==> config.mk <==
export PLATFORM = sky130hd
export DESIGN_NAME = list_stream_harness_flat
export DESIGN_NICKNAME = d
export VERILOG_FILES = /design/src/rtl/list_stream_harness_pkg.sv /design/src/rtl/list_stream_harness_if.sv /design/src/rtl/list_stream_harness_gap_gen.sv /design/src/rtl/list_stream_harness.sv /design/src/flat_wrapper.sv
export SDC_FILE = /design/constraint.sdc
export NUM_CORES = 1
export LEC_CHECK = 0
export CELL_PAD_IN_SITES_DETAIL_PLACEMENT = 1
export CELL_PAD_IN_SITES_GLOBAL_PLACEMENT = 1
export CORE_UTILIZATION = 36
export DETAILED_ROUTE_END_ITERATION = 10
export PLACE_DENSITY_LB_ADDON = 0.1
export SETUP_SLACK_MARGIN = 0.4
export SYNTH_ARGS = -nofsm -noshare
export SYNTH_HDL_FRONTEND = slang
export SYNTH_HIERARCHICAL = 1
export SYNTH_SLANG_ARGS = --single-unit
export TNS_END_PERCENT = 20
==> constraint.sdc <==
create_clock -name CLOCK_50 -period 2 [get_ports CLOCK_50]
set_input_delay 0.4 -clock CLOCK_50 [delete_from_list [all_inputs] [get_ports CLOCK_50]]
set_output_delay 0.4 -clock CLOCK_50 [all_outputs]
set_load 0.02 [all_outputs]
==> src/rtl/list_stream_harness_pkg.sv <==
// list_harness_pkg: shared types and constants for the list stream harness.
//   state_e      : harness FSM states
//   LED_*        : bit positions of the status flags on the board LEDs
//   LFSR_*       : seed/taps of the random-gap LFSR (used when
//                  LIST_HARNESS_RANDGAP_EN is defined)
//   lfsr_next()  : one step of the 16-bit Galois LFSR (taps 16,14,13,11)
package list_harness_pkg;

   typedef enum logic [2:0] {IDLE, GAP, REQ, CHECK, FINISH} state_e;

   localparam int LED_PASS = 7;
   localparam int LED_FAIL = 6;
   localparam int LED_TMO  = 5;
   localparam int LED_PERR = 4;

   localparam logic [15:0] LFSR_SEED = 16'hACE1;
   localparam logic [15:0] LFSR_TAPS = 16'hB400;

   function automatic logic [15:0] lfsr_next(input logic [15:0] s);
      return {1'b0, s[15:1]} ^ (s[0] ? LFSR_TAPS : 16'h0000);
   endfunction

endpackage

==> src/rtl/list_stream_harness_if.sv <==
// list_stream_harness_if: harness <-> list-producing DUT connection.
//   dut_ready   harness -> DUT  start/enable, high while a run is active
//   req         harness -> DUT  element request
//   done_seen   harness -> DUT side observer: dut_done was seen during a run
//   dut_done    DUT -> harness  done flag (informational)
//   ack         DUT -> harness  acknowledge
//   value       DUT -> harness  list element
//   value_valid DUT -> harness  element present (0 with ack = end of list)
interface list_stream_harness_if #(parameter int DATA_W = 8);
   logic              dut_ready;
   logic              req;
   logic              done_seen;
   logic              dut_done;
   logic              ack;
   logic [DATA_W-1:0] value;
   logic              value_valid;

   modport master (output dut_ready, req, done_seen,
                   input  dut_done, ack, value, value_valid);
   modport slave  (input  dut_ready, req, done_seen,
                   output dut_done, ack, value, value_valid);
endinterface

==> src/rtl/list_stream_harness_gap_gen.sv <==
// list_harness_gap_gen: inter-request gap timer.
//   clk, rst  : clock, async active-high reset
//   start     : pulse in the cycle the FSM enters GAP (loads the counter)
//   gap_done  : high once the loaded gap length has elapsed
// The GAP state lasts gap_len+1 cycles, so gap_len=0 still yields one
// req-low cycle. With LIST_HARNESS_RANDGAP_EN defined the length comes from
// a 16-bit LFSR (low bits, clamped to GAP_CYCLES) advanced on each start.
module list_harness_gap_gen
   import list_harness_pkg::*;
#(
   parameter int GAP_CYCLES = 10
) (
   input  logic clk,
   input  logic rst,
   input  logic start,
   output logic gap_done
);
   localparam int GW = (GAP_CYCLES > 0) ? $clog2(GAP_CYCLES + 1) : 1;
   localparam logic [GW-1:0] GAP_MAX = GW'(GAP_CYCLES);

   logic [GW-1:0] cnt_q, cnt_d, gap_len;

`ifdef LIST_HARNESS_RANDGAP_EN
   logic [15:0] lfsr_q, lfsr_d;

   always_comb begin
      lfsr_d  = start ? lfsr_next(lfsr_q) : lfsr_q;
      gap_len = (lfsr_q[GW-1:0] > GAP_MAX) ? GAP_MAX : lfsr_q[GW-1:0];
   end

   always_ff @(posedge clk or posedge rst)
      if (rst) lfsr_q <= LFSR_SEED;
      else     lfsr_q <= lfsr_d;
`else
   assign gap_len = GAP_MAX;
`endif

   always_comb begin
      cnt_d = cnt_q;
      if (start)              cnt_d = gap_len;
      else if (cnt_q != '0)   cnt_d = cnt_q - 1'b1;
   end

   always_ff @(posedge clk or posedge rst)
      if (rst) cnt_q <= '0;
      else     cnt_q <= cnt_d;

   assign gap_done = (cnt_q == '0);
endmodule

==> src/rtl/list_stream_harness.sv <==
// list_stream_harness: on-chip harness for list-producing dfd_* blocks.
// Starts the DUT, pulls elements over req/ack/value/value_valid with a gap
// between requests, counts elements, sums values, enforces an ack timeout
// and reports pass/fail on outputs and LEDs.
//   CLOCK_50, reset : clock, async active-high reset
//   go              : level, high starts/keeps a run, low aborts
//   bus             : DUT handshake (list_stream_harness_if.master)
//   busy/pass/fail  : run status
//   elem_count      : valid elements received (saturating)
//   checksum        : sum of values mod 2^DATA_W
//   LED             : {pass, fail, timeout, proto_err, elem_count[3:0]}
// Optional: LIST_HARNESS_RANDGAP_EN randomises each gap length.
module list_stream_harness
   import list_harness_pkg::*;
#(
   parameter int DATA_W         = 8,
   parameter int CNT_W          = 8,
   parameter int GAP_CYCLES     = 10,
   parameter int TIMEOUT_CYCLES = 1000,
   parameter int EXPECT_COUNT   = 2,
   parameter int EXPECT_SUM     = 3
) (
   input  logic                  CLOCK_50,
   input  logic                  reset,
   input  logic                  go,
   list_stream_harness_if.master bus,
   output logic                  busy,
   output logic                  pass,
   output logic                  fail,
   output logic [CNT_W-1:0]      elem_count,
   output logic [DATA_W-1:0]     checksum,
   output logic [7:0]            LED
);
   localparam int TW = $clog2(TIMEOUT_CYCLES + 1);
   localparam logic [TW-1:0]     TO_LAST = TW'(TIMEOUT_CYCLES - 1);
   localparam logic [CNT_W-1:0]  CNT_MAX = '1;

   state_e            state_q, state_d;
   logic [CNT_W-1:0]  cnt_q, cnt_d;
   logic [DATA_W-1:0] sum_q, sum_d;
   logic [TW-1:0]     to_q, to_d;
   logic              pass_q, pass_d, fail_q, fail_d;
   logic              tmo_q, tmo_d, perr_q, perr_d, ovf_q, ovf_d;
   logic              done_q, done_d;
   logic              gap_start, gap_done;

   // Counter is reloaded on every entry into GAP, from IDLE or from REQ.
   assign gap_start = (state_d == GAP) && (state_q != GAP);

   list_harness_gap_gen #(.GAP_CYCLES(GAP_CYCLES)) u_gap (
      .clk      (CLOCK_50),
      .rst      (reset),
      .start    (gap_start),
      .gap_done (gap_done)
   );

   always_comb begin
      state_d = state_q;
      cnt_d   = cnt_q;
      sum_d   = sum_q;
      to_d    = '0;
      pass_d  = pass_q;
      fail_d  = fail_q;
      tmo_d   = tmo_q;
      perr_d  = perr_q;
      ovf_d   = ovf_q;
      done_d  = done_q | (busy & bus.dut_done);
      case (state_q)
         IDLE: if (go) begin
            state_d = GAP;
            cnt_d   = '0;
            sum_d   = '0;
            pass_d  = 1'b0;
            fail_d  = 1'b0;
            tmo_d   = 1'b0;
            perr_d  = 1'b0;
            ovf_d   = 1'b0;
            done_d  = 1'b0;
         end
         GAP: if (!go) begin
            state_d = IDLE;
         end else begin
            if (bus.ack)  perr_d  = 1'b1;
            if (gap_done) state_d = REQ;
         end
         REQ: if (!go) begin
            // abort beats a same-cycle ack: the element is dropped
            state_d = IDLE;
         end else if (bus.ack) begin
            if (bus.value_valid) begin
               sum_d = sum_q + bus.value;
               if (cnt_q == CNT_MAX) ovf_d = 1'b1;
               else                  cnt_d = cnt_q + 1'b1;
               state_d = GAP;
            end else begin
               state_d = CHECK;
            end
         end else if (to_q == TO_LAST) begin
            tmo_d   = 1'b1;
            fail_d  = 1'b1;
            state_d = FINISH;
         end else begin
            to_d = to_q + 1'b1;
         end
         CHECK: if (!go) begin
            state_d = IDLE;
         end else begin
            if (cnt_q == CNT_W'(EXPECT_COUNT) && sum_q == DATA_W'(EXPECT_SUM)
                && !tmo_q && !perr_q && !ovf_q)
               pass_d = 1'b1;
            else
               fail_d = 1'b1;
            state_d = FINISH;
         end
         // result stays visible in IDLE until the next go rise clears it
         FINISH: if (!go) state_d = IDLE;
         default: state_d = IDLE;
      endcase
   end

   always_ff @(posedge CLOCK_50 or posedge reset)
      if (reset) begin
         state_q <= IDLE;
         cnt_q   <= '0;
         sum_q   <= '0;
         to_q    <= '0;
         pass_q  <= 1'b0;
         fail_q  <= 1'b0;
         tmo_q   <= 1'b0;
         perr_q  <= 1'b0;
         ovf_q   <= 1'b0;
         done_q  <= 1'b0;
      end else begin
         state_q <= state_d;
         cnt_q   <= cnt_d;
         sum_q   <= sum_d;
         to_q    <= to_d;
         pass_q  <= pass_d;
         fail_q  <= fail_d;
         tmo_q   <= tmo_d;
         perr_q  <= perr_d;
         ovf_q   <= ovf_d;
         done_q  <= done_d;
      end

   // Decoded straight from state so reset clears them asynchronously.
   assign busy          = (state_q == GAP) || (state_q == REQ) || (state_q == CHECK);
   assign bus.dut_ready = busy;
   assign bus.req       = (state_q == REQ);
   assign bus.done_seen = done_q;
   assign pass          = pass_q;
   assign fail          = fail_q;
   assign elem_count    = cnt_q;
   assign checksum      = sum_q;

   always_comb begin
      LED           = {4'b0000, cnt_q[3:0]};
      LED[LED_PASS] = pass_q;
      LED[LED_FAIL] = fail_q;
      LED[LED_TMO]  = tmo_q;
      LED[LED_PERR] = perr_q;
   end
endmodule

==> src/flat_wrapper.sv <==
// flat-port wrapper written by rule: the top's interface ports become plain ports
module list_stream_harness_flat import list_harness_pkg::*;
#(
   parameter int DATA_W         = 8,
   parameter int CNT_W          = 8,
   parameter int GAP_CYCLES     = 10,
   parameter int TIMEOUT_CYCLES = 1000,
   parameter int EXPECT_COUNT   = 2,
   parameter int EXPECT_SUM     = 3
)
  (CLOCK_50, reset, go, busy, pass, fail, elem_count, checksum, LED, bus_dut_ready, bus_req, bus_done_seen, bus_dut_done, bus_ack, bus_value, bus_value_valid);
  list_stream_harness_if #(.DATA_W(DATA_W)) bus_i ();
  input  logic CLOCK_50;
  input  logic reset;
  input  logic go;
  output logic busy;
  output logic pass;
  output logic fail;
  output logic [CNT_W-1:0] elem_count;
  output logic [DATA_W-1:0] checksum;
  output logic [7:0] LED;
  output wire logic [$bits(bus_i.dut_ready)-1:0] bus_dut_ready;
  output wire logic [$bits(bus_i.req)-1:0] bus_req;
  output wire logic [$bits(bus_i.done_seen)-1:0] bus_done_seen;
  input wire logic [$bits(bus_i.dut_done)-1:0] bus_dut_done;
  input wire logic [$bits(bus_i.ack)-1:0] bus_ack;
  input wire logic [$bits(bus_i.value)-1:0] bus_value;
  input wire logic [$bits(bus_i.value_valid)-1:0] bus_value_valid;
  assign bus_dut_ready = bus_i.dut_ready;
  assign bus_req = bus_i.req;
  assign bus_done_seen = bus_i.done_seen;
  assign bus_i.dut_done = bus_dut_done;
  assign bus_i.ack = bus_ack;
  assign bus_i.value = bus_value;
  assign bus_i.value_valid = bus_value_valid;
  list_stream_harness #(.DATA_W(DATA_W), .CNT_W(CNT_W), .GAP_CYCLES(GAP_CYCLES), .TIMEOUT_CYCLES(TIMEOUT_CYCLES), .EXPECT_COUNT(EXPECT_COUNT), .EXPECT_SUM(EXPECT_SUM)) u_core (.CLOCK_50(CLOCK_50), .reset(reset), .go(go), .bus(bus_i), .busy(busy), .pass(pass), .fail(fail), .elem_count(elem_count), .checksum(checksum), .LED(LED));
endmodule
### Word level (Yosys, flattened, before mapping)

Cells that the tools add are included.

| operators by class | value |
|---|---|
| bitwise gates (word level) | 2 |
| multiplexer cells | 47 |
| add/subtract/negate cells | 4 |
| reductions and logical operators | 25 |
| equality and inequality tests | 23 |

Operators by type and width:

| kind | count |
|---|---|
| $mux W8 | 8 |
| $mux W10 | 4 |
| $pmux W8 S2 | 2 |
| $mux W3 | 8 |
| $eq A8 B2 Y1 const B | 2 |
| $mux W1 | 16 |
| $ne A2 B2 Y1 const B | 8 |
| $pmux W3 S5 | 1 |
| $reduce_and A6 Y1 | 2 |
| $add A10 B1 Y10 const B | 1 |
| $eq A10 B10 Y1 const B | 1 |
| $ne A2 B1 Y1 const B | 5 |
| $reduce_and A5 Y1 | 2 |
| $add A8 B1 Y8 const B | 1 |
| $add A8 B8 Y8 | 1 |
| $eq A8 B8 Y1 const B | 1 |
| $mux W4 | 2 |
| $pmux W1 S2 | 4 |
| $reduce_and A4 Y1 | 2 |
| $reduce_bool A2 Y1 | 4 |
| $reduce_and A7 Y1 | 1 |
| $eq A3 B1 Y1 const B | 2 |
| $eq A3 B2 Y1 const B | 2 |
| $logic_and A1 B1 Y1 | 5 |
| other kinds (13) | 16 |

| word-level totals | value |
|---|---|
| output and inout bits | 30 |
| bits of input ports | 14 |
| word-level logic and storage cells | 112 |
| register bits after elaboration | 39 |

### Depth between registers and ports, before layout

Gate-level depths: netlist (run 1).

| depth | value |
|---|---|
| depth in word-level cells | 8 |
| depth in mapped cells | 7 |
| gate-level depth less buffers | 7 |

### Cells and area by module

Netlist (run 1), hierarchy kept.

Modules (own cells, without submodules):

| module | seq. area each (µm²) | cells an instance | instances | area an instance (µm²) |
|---|---|---|---|---|
| list_stream_harness | 875.8 | 216 | 1 | 2,038.2 |
| list_harness_gap_gen | 100.1 | 22 | 1 | 230.2 |

### Worst setup path before layout (run 1)

Ideal clock, no wire load.

| path | value |
|---|---|
| path kind | register to register |
| start point | register u_core.sum_q[0] (netlist: u_core/checksum[0]) |
| end point | register u_core.sum_q[6] (netlist: u_core/checksum[6]) |
| slack | -0.016 ns |
| data required time | 1.879 ns |
| path buffers | 0 |
| cell stages (with the launch flop) | 8 |
| setup time | 0.121 ns |
| period minus slack after synthesis | 2.016 ns |
| arrival | 1.895 ns |
| path through | dfrtp_1 > ha_1 > fa_1 > a211oi_1 > o21bai_1 > a21oi_1 > xnor2_1 > a22o_1 |

| between the ends | value |
|---|---|
| longest elaborated chain between the ends | 5 |

Ends and longest elaborated chain:

| element | line | RTL |
|---|---|---|
| from (decl) | list_stream_harness.sv:40 | `logic [DATA_W-1:0] sum_q, sum_d;` |
| from (signal assigned) | list_stream_harness.sv:136 | `sum_q <= sum_d;` |
| $add A8 B8 Y8 | list_stream_harness.sv:91 | `sum_d = sum_q + bus.value;` |
| $mux W8 | list_stream_harness.sv:90 | `if (bus.value_valid) begin` |
| $mux W8 | list_stream_harness.sv:89 | `end else if (bus.ack) begin` |
| $mux W8 | list_stream_harness.sv:86 | `REQ: if (!go) begin` |
| $pmux W8 S2 | list_stream_harness.sv:68 | `case (state_q)` |

Every way passes these cells. The select of a mux whose other input is x is not followed.
A chain may end at the register's enable or synchronous reset.

### Final worst setup path (run 1)

| path | value |
|---|---|
| start point | input bus_value[6] |
| end point | register u_core.sum_q[7] (netlist: u_core/checksum[7]) |

| between the ends | value |
|---|---|
| longest elaborated chain between the ends | 5 |

Ends and longest elaborated chain:

| element | line | RTL |
|---|---|---|
| from (decl) | flat_wrapper.sv:27 | `input wire logic [$bits(bus_i.value)-1:0] bus_value;` |
| $add A8 B8 Y8 | list_stream_harness.sv:91 |  |
| $mux W8 | list_stream_harness.sv:90 |  |
| $mux W8 | list_stream_harness.sv:89 |  |
| $mux W8 | list_stream_harness.sv:86 |  |
| $pmux W8 S2 | list_stream_harness.sv:68 |  |

Every way passes these cells. The select of a mux whose other input is x is not followed.

==> results of run 1 <==
-- area by class of cell --
class / count / area [µm²] / share of cell area
sequential: 39 / 987 / 0.295
clock inverter: 3 / 46.3 / 0.0138
inverter: 9 / 38.8 / 0.0116
timing repair buffer: 90 / 793 / 0.237
clock buffer: 5 / 68.8 / 0.0206
tap: 75 / 93.8 / 0.0281
multi-input combinational: 175 / 1320 / 0.394
-- synth_stat cells, types with 2 or more instances --
cell type and n:
a211o_1 2, a211oi_1 4, a21o_1 3, a21oi_1 13
a22o_1 5, a31oi_1 2, and3_1 4, and4_1 2
buf_4 9, clkbuf_1 5, dfrtp_1 39, ha_1 11
inv_1 8, mux2i_1 2, nand2_1 14, nand2b_1 2
nand3_1 7, nand3b_1 2, nand4_1 4, nor2_1 33
nor2b_1 2, nor3_1 4, nor4_1 5, o211ai_1 2
o21ai_0 15, o21bai_1 2, o31ai_1 4, or4_1 3
xnor2_1 7, xor2_1 5
-- power by group through the flow --
stage	clock network (mW)	registers (mW)	logic (mW)
after floorplan	0	0.918	0.292
after global placement	0	0.924	0.453
after global routing	0.740	0.920	0.550
after CTS	0.713	0.910	0.502
after detailed placement	0	0.926	0.474
final	0.691	0.911	0.496
-- timing repair --
item,4_1_cts,5_1_grt
pin swaps,20,10
setup buffers,11,2
gates resized for setup,43,14
setup endpoints to repair,56,54
-- through the flow --
| step | total power [mW] | instance area, µm² |
|---|---|---|
| after detailed placement | 1.40 | 3020 |
| after CTS | 2.13 | 3290 |
| after floorplan | 1.21 | 2340 |
| after global placement | 1.38 | 3020 |
| after global routing | 2.21 | 3340 |
| final | 2.10 | 3340 |
-- kinds of logic (layout without fill, tap and decap cells) --
logic type	Yosys count	after routing	synth area share
AND/OR/NAND/NOR	93	93	0.221
AO/OA/AOI/OAI	55	55	0.159
flip-flops	39	39	0.430
buffers and inverters	24	107	0.0601
adder cells (fa/ha/maj)	12	12	0.0695
XOR/XNOR	12	12	0.0463
multiplexers	3	3	0.0138
-- worst register-to-register path: cells and delay by family, from the launching register on --
kind / cells / cell delay, ns
AOI/OAI and AO/OA: 4 / 0.69
DFF: 1 / 0.47
adders and majority gates: 1 / 0.41
buffers and inverters: 1 / 0.14
xor gates and xnor gates: 1 / 0.07
-- registers in the layout, summed over array words and instances, names as in the netlist --
name,flops
u_core/to_q,10
u_core/checksum,8
u_core/elem_count,8
u_core/u_gap/cnt_q,4
u_core/state_q,3
u_core/bus.done_seen,1
u_core/fail,1
u_core/ovf_q,1
u_core/pass,1
u_core/perr_q,1
u_core/tmo_q,1
-- path summary, 6_finish.rpt --
kind | to | start | depth (start not counted)
worst max-delay path | u_core/checksum[7] | bus_value[6] | 8
worst min-delay path | u_core/u_gap/cnt_q[3] | reset | 2
worst max register to register | u_core/checksum[6] | u_core/checksum[1] | 7
worst min register to register | u_core/to_q[0] | u_core/to_q[0] | 1
max in group asynchronous | u_core/checksum[2] | reset | 3
min in group CLOCK_50 | u_core/to_q[0] | u_core/to_q[0] | 1
-- routing by layer --
layer	vias up	GRT usage	wire length (µm)
met1	1017	0.258	2840
met3	5	0.0427	195
met4	0	0.0625	61
li1	1008	-	-
met2	34	0.350	3050
met5	-	0	0
==> flow_summary.json, run 1 <==
{
  "final_cell_mix": "43 x buf_4, 31 x nor2_1, 30 x dfrtp_1",
  "fill_cells": 673,
  "p_int_mw": 1.47,
  "power.share.clock": 0.329,
  "endpoint_kind": "flip-flop",
  "timing_worst_slew_pin_value_ns": 0.470,
  "grt_pass1_wl_um": 10200,
  "final_layout_size_suffix_gt1_frac": 0.305,
  "cts.sinks": 39,
  "wire_per_inst_um": 15.5,
  "rsz0062_at_grt": "yes",
  "cts_htree_levels": 2,
  "synth_area_mm2": 0.00227,
  "power.density_mw_per_mm2": 627,
  "die_y_um": 81.4,
  "grt_max_degree": 36,
  "ys_seq_area_frac": 0.430,
  "syn_area_per_cell_um2": 9.53,
  "crit_type": "primary input to flip-flop",
  "insertion_delay_ns": 0.30,
  "post-route-period-util": 0.940,
  "crit_family": "buffers and inverters",
  "vias_per_cell": 5.21,
  "vdd_drop_max_mv": 0.487,
  "wl_um": 6140,
  "p_leak_nw": 1.56,
  "finalWorstSetupSlack_ns": 0.119,
  "area_delta_synth_final_pct": 47.4,
  "dpl.hpwl_um": 4430,
  "fmax_mhz": 532,
  "gp_congestion": 0.804,
  "setup_viol": 0,
  "pwr-share-comb": 0.237,
  "fin_tns_setup_ns": 0,
  "hold_viol": 0,
  "crit_top_cell": "a21oi_2",
  "num_antenna_cells": 0,
  "slew_headroom": 0.687,
  "drt_iter0_drc": 53,
  "start_kind": "primary input",
  "cp_max_fo": 3,
  "p_switching_mw": 0.629,
  "grtUsageTotal": 0.205,
  "io_buffers": 43,
  "synth_top_area_frac": 0.430,
  "seqPwrFrac": 0.434,
  "post-place-cells": 375,
  "ant_nets": 0,
  "ys_top_cells_by_area": "dfrtp_1 43%, ha_1 6.1%, nor2_1 5.5%, o21ai_0 3.3%, buf_4 3.0%",
  "synth_flop_cell": "dfrtp_1",
  "synth-edff-count": 0,
  "die_w_um": 81.4,
  "final_common_cell": "buf_4",
  "start_util": 0.379,
  "fin_worst_skew_ns": 0.0109,
  "fin_util": 0.558,
  "worstPathCellList": "clkdlybuf4s50_1 -> ha_1 -> a21oi_2 -> buf_4 -> o21ai_2 -> a21oi_2 -> or4bb_1 -> o211ai_1",
  "cp.arrival_ns": 2.10,
  "cts_tree": "done",
  "ctsHoldBuffers": 0,
  "drt_first_pass_iters": 4,
  "ys_warn_count": 6,
  "status": "finished clean",
  "period_needed_ns": 1.88,
  "layout.nets": 346,
  "switching_share": 0.300,
  "cpPeakStageDelay_ns": 0.48,
  "slowest_stage": "or4bb_1",
  "netlist.top_cell.by_area": "dfrtp_1",
  "place_ws_ns": -0.336,
  "numCtsBuffers": 5,
  "grt_pass1_vias": 2122,
  "antenna_found_initial": 0,
  "grt_overflow": 0,
  "cts_root_buf": "clkbuf_8",
  "vias": 2064,
  "crit_required_ns": 2.22,
  "core_mm2": 0.00599,
  "ff2ff_setup_slack_ns": 0.12,
  "final_cells": 396,
  "min_path_type": "primary input to async pin",
  "clk_pin_slew_ns": 0.09,
  "die_area_mm2": 0.00662,
  "synth_cells": 238,
  "ys_ff_latch": 39,
  "drcViolationCount": 0,
  "synth_fp_nets": 264,
  "crit_buf_inv": 2,
  "clockBufferDepth": 2,
  "synthArstFlopShare": 1.00,
  "slew_viol_final": 0,
  "hold-worst-slack_ns": 0.293,
  "row_count": 28,
  "cap_violations": 0,
  "io_pins": 44,
  "ys_types": 48
}
Note: power is estimated with default switching activity, not from simulation.
==> run 2: changes to the inputs <==
--- a/config.mk
+++ b/config.mk
@@ -7,8 +7,10 @@
 export LEC_CHECK = 0
 export CELL_PAD_IN_SITES_DETAIL_PLACEMENT = 1
 export CELL_PAD_IN_SITES_GLOBAL_PLACEMENT = 1
+export CORE_ASPECT_RATIO = 1.75
 export CORE_UTILIZATION = 36
 export DETAILED_ROUTE_END_ITERATION = 10
+export MAX_ROUTING_LAYER = met4
 export PLACE_DENSITY_LB_ADDON = 0.1
 export SETUP_SLACK_MARGIN = 0.4
 export SYNTH_ARGS = -nofsm -noshare
==> flow_summary.json, run 2 (same netlist as run 1, synthesis figures left out) <==
{
  "insertion_delay_ns": 0.29,
  "final_cells": 389,
  "area_delta_synth_final_pct": 43.8,
  "cap_violations": 0,
  "core_mm2": 0.00597,
  "antenna_found_initial": 0,
  "reg2reg_to": "u_core/checksum[6]",
  "switching_share": 0.301,
  "final_common_cell": "buf_4",
  "start_util": 0.380,
  "cpPeakStageDelay_ns": 0.66,
  "ctsHoldBuffers": 0,
  "endpoint_kind": "primary output",
  "power.density_mw_per_mm2": 597,
  "drt_iter0_drc": 83,
  "wl_um": 5990,
  "die_w_um": 62.0,
  "cts_htree_levels": 2,
  "crit_type": "flip-flop to primary output",
  "seqPwrFrac": 0.469,
  "final_layout_size_suffix_gt1_frac": 0.289,
  "final_cell_mix": "38 x buf_4, 31 x nor2_1, 31 x dfrtp_1",
  "ff2ff_setup_slack_ns": 0.16,
  "crit_required_ns": 1.60,
  "min_path_type": "primary input to async pin",
  "vias": 2068,
  "drt_first_pass_iters": 4,
  "cts_root_buf": "clkbuf_8",
  "fin_worst_skew_ns": 0.00728,
  "p_leak_nw": 1.48,
  "post-place-cells": 371,
  "slew_headroom": 0.682,
  "clk_pin_slew_ns": 0.08,
  "drcViolationCount": 0,
  "cp.arrival_ns": 1.45,
  "grt_max_degree": 36,
  "vdd_drop_max_mv": 0.416,
  "vias_per_cell": 5.32,
  "fmax_mhz": 541,
  "dpl.hpwl_um": 4430,
  "fill_cells": 671,
  "slew_viol_final": 0,
  "post-route-period-util": 0.924,
  "die_y_um": 107,
  "timing_worst_slew_pin_value_ns": 0.476,
  "grt_overflow": 0,
  "largest_register": "u_core/to_q",
  "cts.sinks": 39,
  "grt_pass1_vias": 2152,
  "status": "finished clean",
  "numCtsBuffers": 5,
  "cts_tree": "done",
  "start_kind": "flip-flop",
  "die_area_mm2": 0.00664,
  "cp_max_fo": 9,
  "r2r-start": "u_core/checksum[0]",
  "pwr-share-comb": 0.248,
  "io_pins": 44,
  "fin_tns_setup_ns": 0,
  "largest_reg_flops": 10,
  "io_buffers": 43,
  "row_count": 37,
  "grt_pass1_wl_um": 9780,
  "multi_input_area_mm2": 0.00133,
  "crit_family": "buffers and inverters",
  "rsz0062_at_grt": "yes",
  "worstPathCellList": "clkdlybuf4s50_1",
  "ant_nets": 0,
  "power.share.clock": 0.283,
  "regArea_um2": 986,
  "grtUsageTotal": 0.203,
  "period_needed_ns": 1.85,
  "setup_viol": 0,
  "p_int_mw": 1.36,
  "hold_viol": 0,
  "r2r_cells": 7,
  "num_antenna_cells": 0,
  "wire_per_inst_um": 15.4,
  "slowest_stage": "clkdlybuf4s50_1",
  "p_switching_mw": 0.587,
  "crit_buf_inv": 1,
  "layout.nets": 337,
  "clockBufferDepth": 2,
  "gp_congestion": 0.793
}
## run 2: stage by stage
stage	util	area [µm²]	hold slack [ns]	total power, mW	setup slack (ns)
2_1_floorplan	-	2340	0.166	1.21	0.189
3_3_place_gp	0.500	2990	0.472	1.38	-0.261
3_5_place_dp	0.500	2990	0.488	1.40	-0.334
4_1_cts	0.538	3210	0.332	1.97	0.115
5_1_grt	0.546	3260	0.341	2.06	0.0817
6_report	0.546	3260	0.324	1.95	0.152
## run 2: how the worst max path moves through the flow
stage	start	endpoint	slack [ns]	cells after the start
2_1_floorplan	u_core/checksum[0]	u_core/checksum[6]	0.19	7
3_3_place_gp	bus_value[0]	u_core/checksum[6]	-0.26	8
3_5_place_dp	bus_value[1]	u_core/checksum[7]	-0.33	7
5_1_grt	u_core/checksum[1]	u_core/checksum[7]	0.08	6
6_report	u_core/elem_count[2]	elem_count[2]	0.15	1
4_1_cts	u_core/checksum[0]	u_core/checksum[6]	0.11	7
## run 2: area by class of cell
cell class | count | share of cell area
flip-flops and latches | 39 | 0.302
inverters | 9 | 0.0119
repair buffers | 81 | 0.221
well taps | 78 | 0.0299
multi-input cells | 175 | 0.408
clock inverters | 1 | 0.00153
clock buffers | 6 | 0.0253
## run 2: power by group through the flow
stage	clock, mW	combinational (mW)	sequential (mW)
CTS	0.569	0.488	0.916
finish	0.551	0.484	0.915
global route	0.598	0.538	0.927
global placement	0	0.450	0.925
floorplan	0	0.292	0.918
detailed placement	0	0.465	0.931
## run 2: metal layers
layer	vias to the layer above	share of wire	global-route usage
met2	33	0.56	0.359
met5	-	0	-
met3	11	0.025	0.0290
li1	981	-	-
met4	0	0.024	0.0825
met1	1043	0.39	0.215
## run 2: what timing repair did
action,4_1_cts,5_1_grt
setup endpoints to repair,56,55
setup buffers,9,2
resized for setup,42,10
pin swaps,24,4
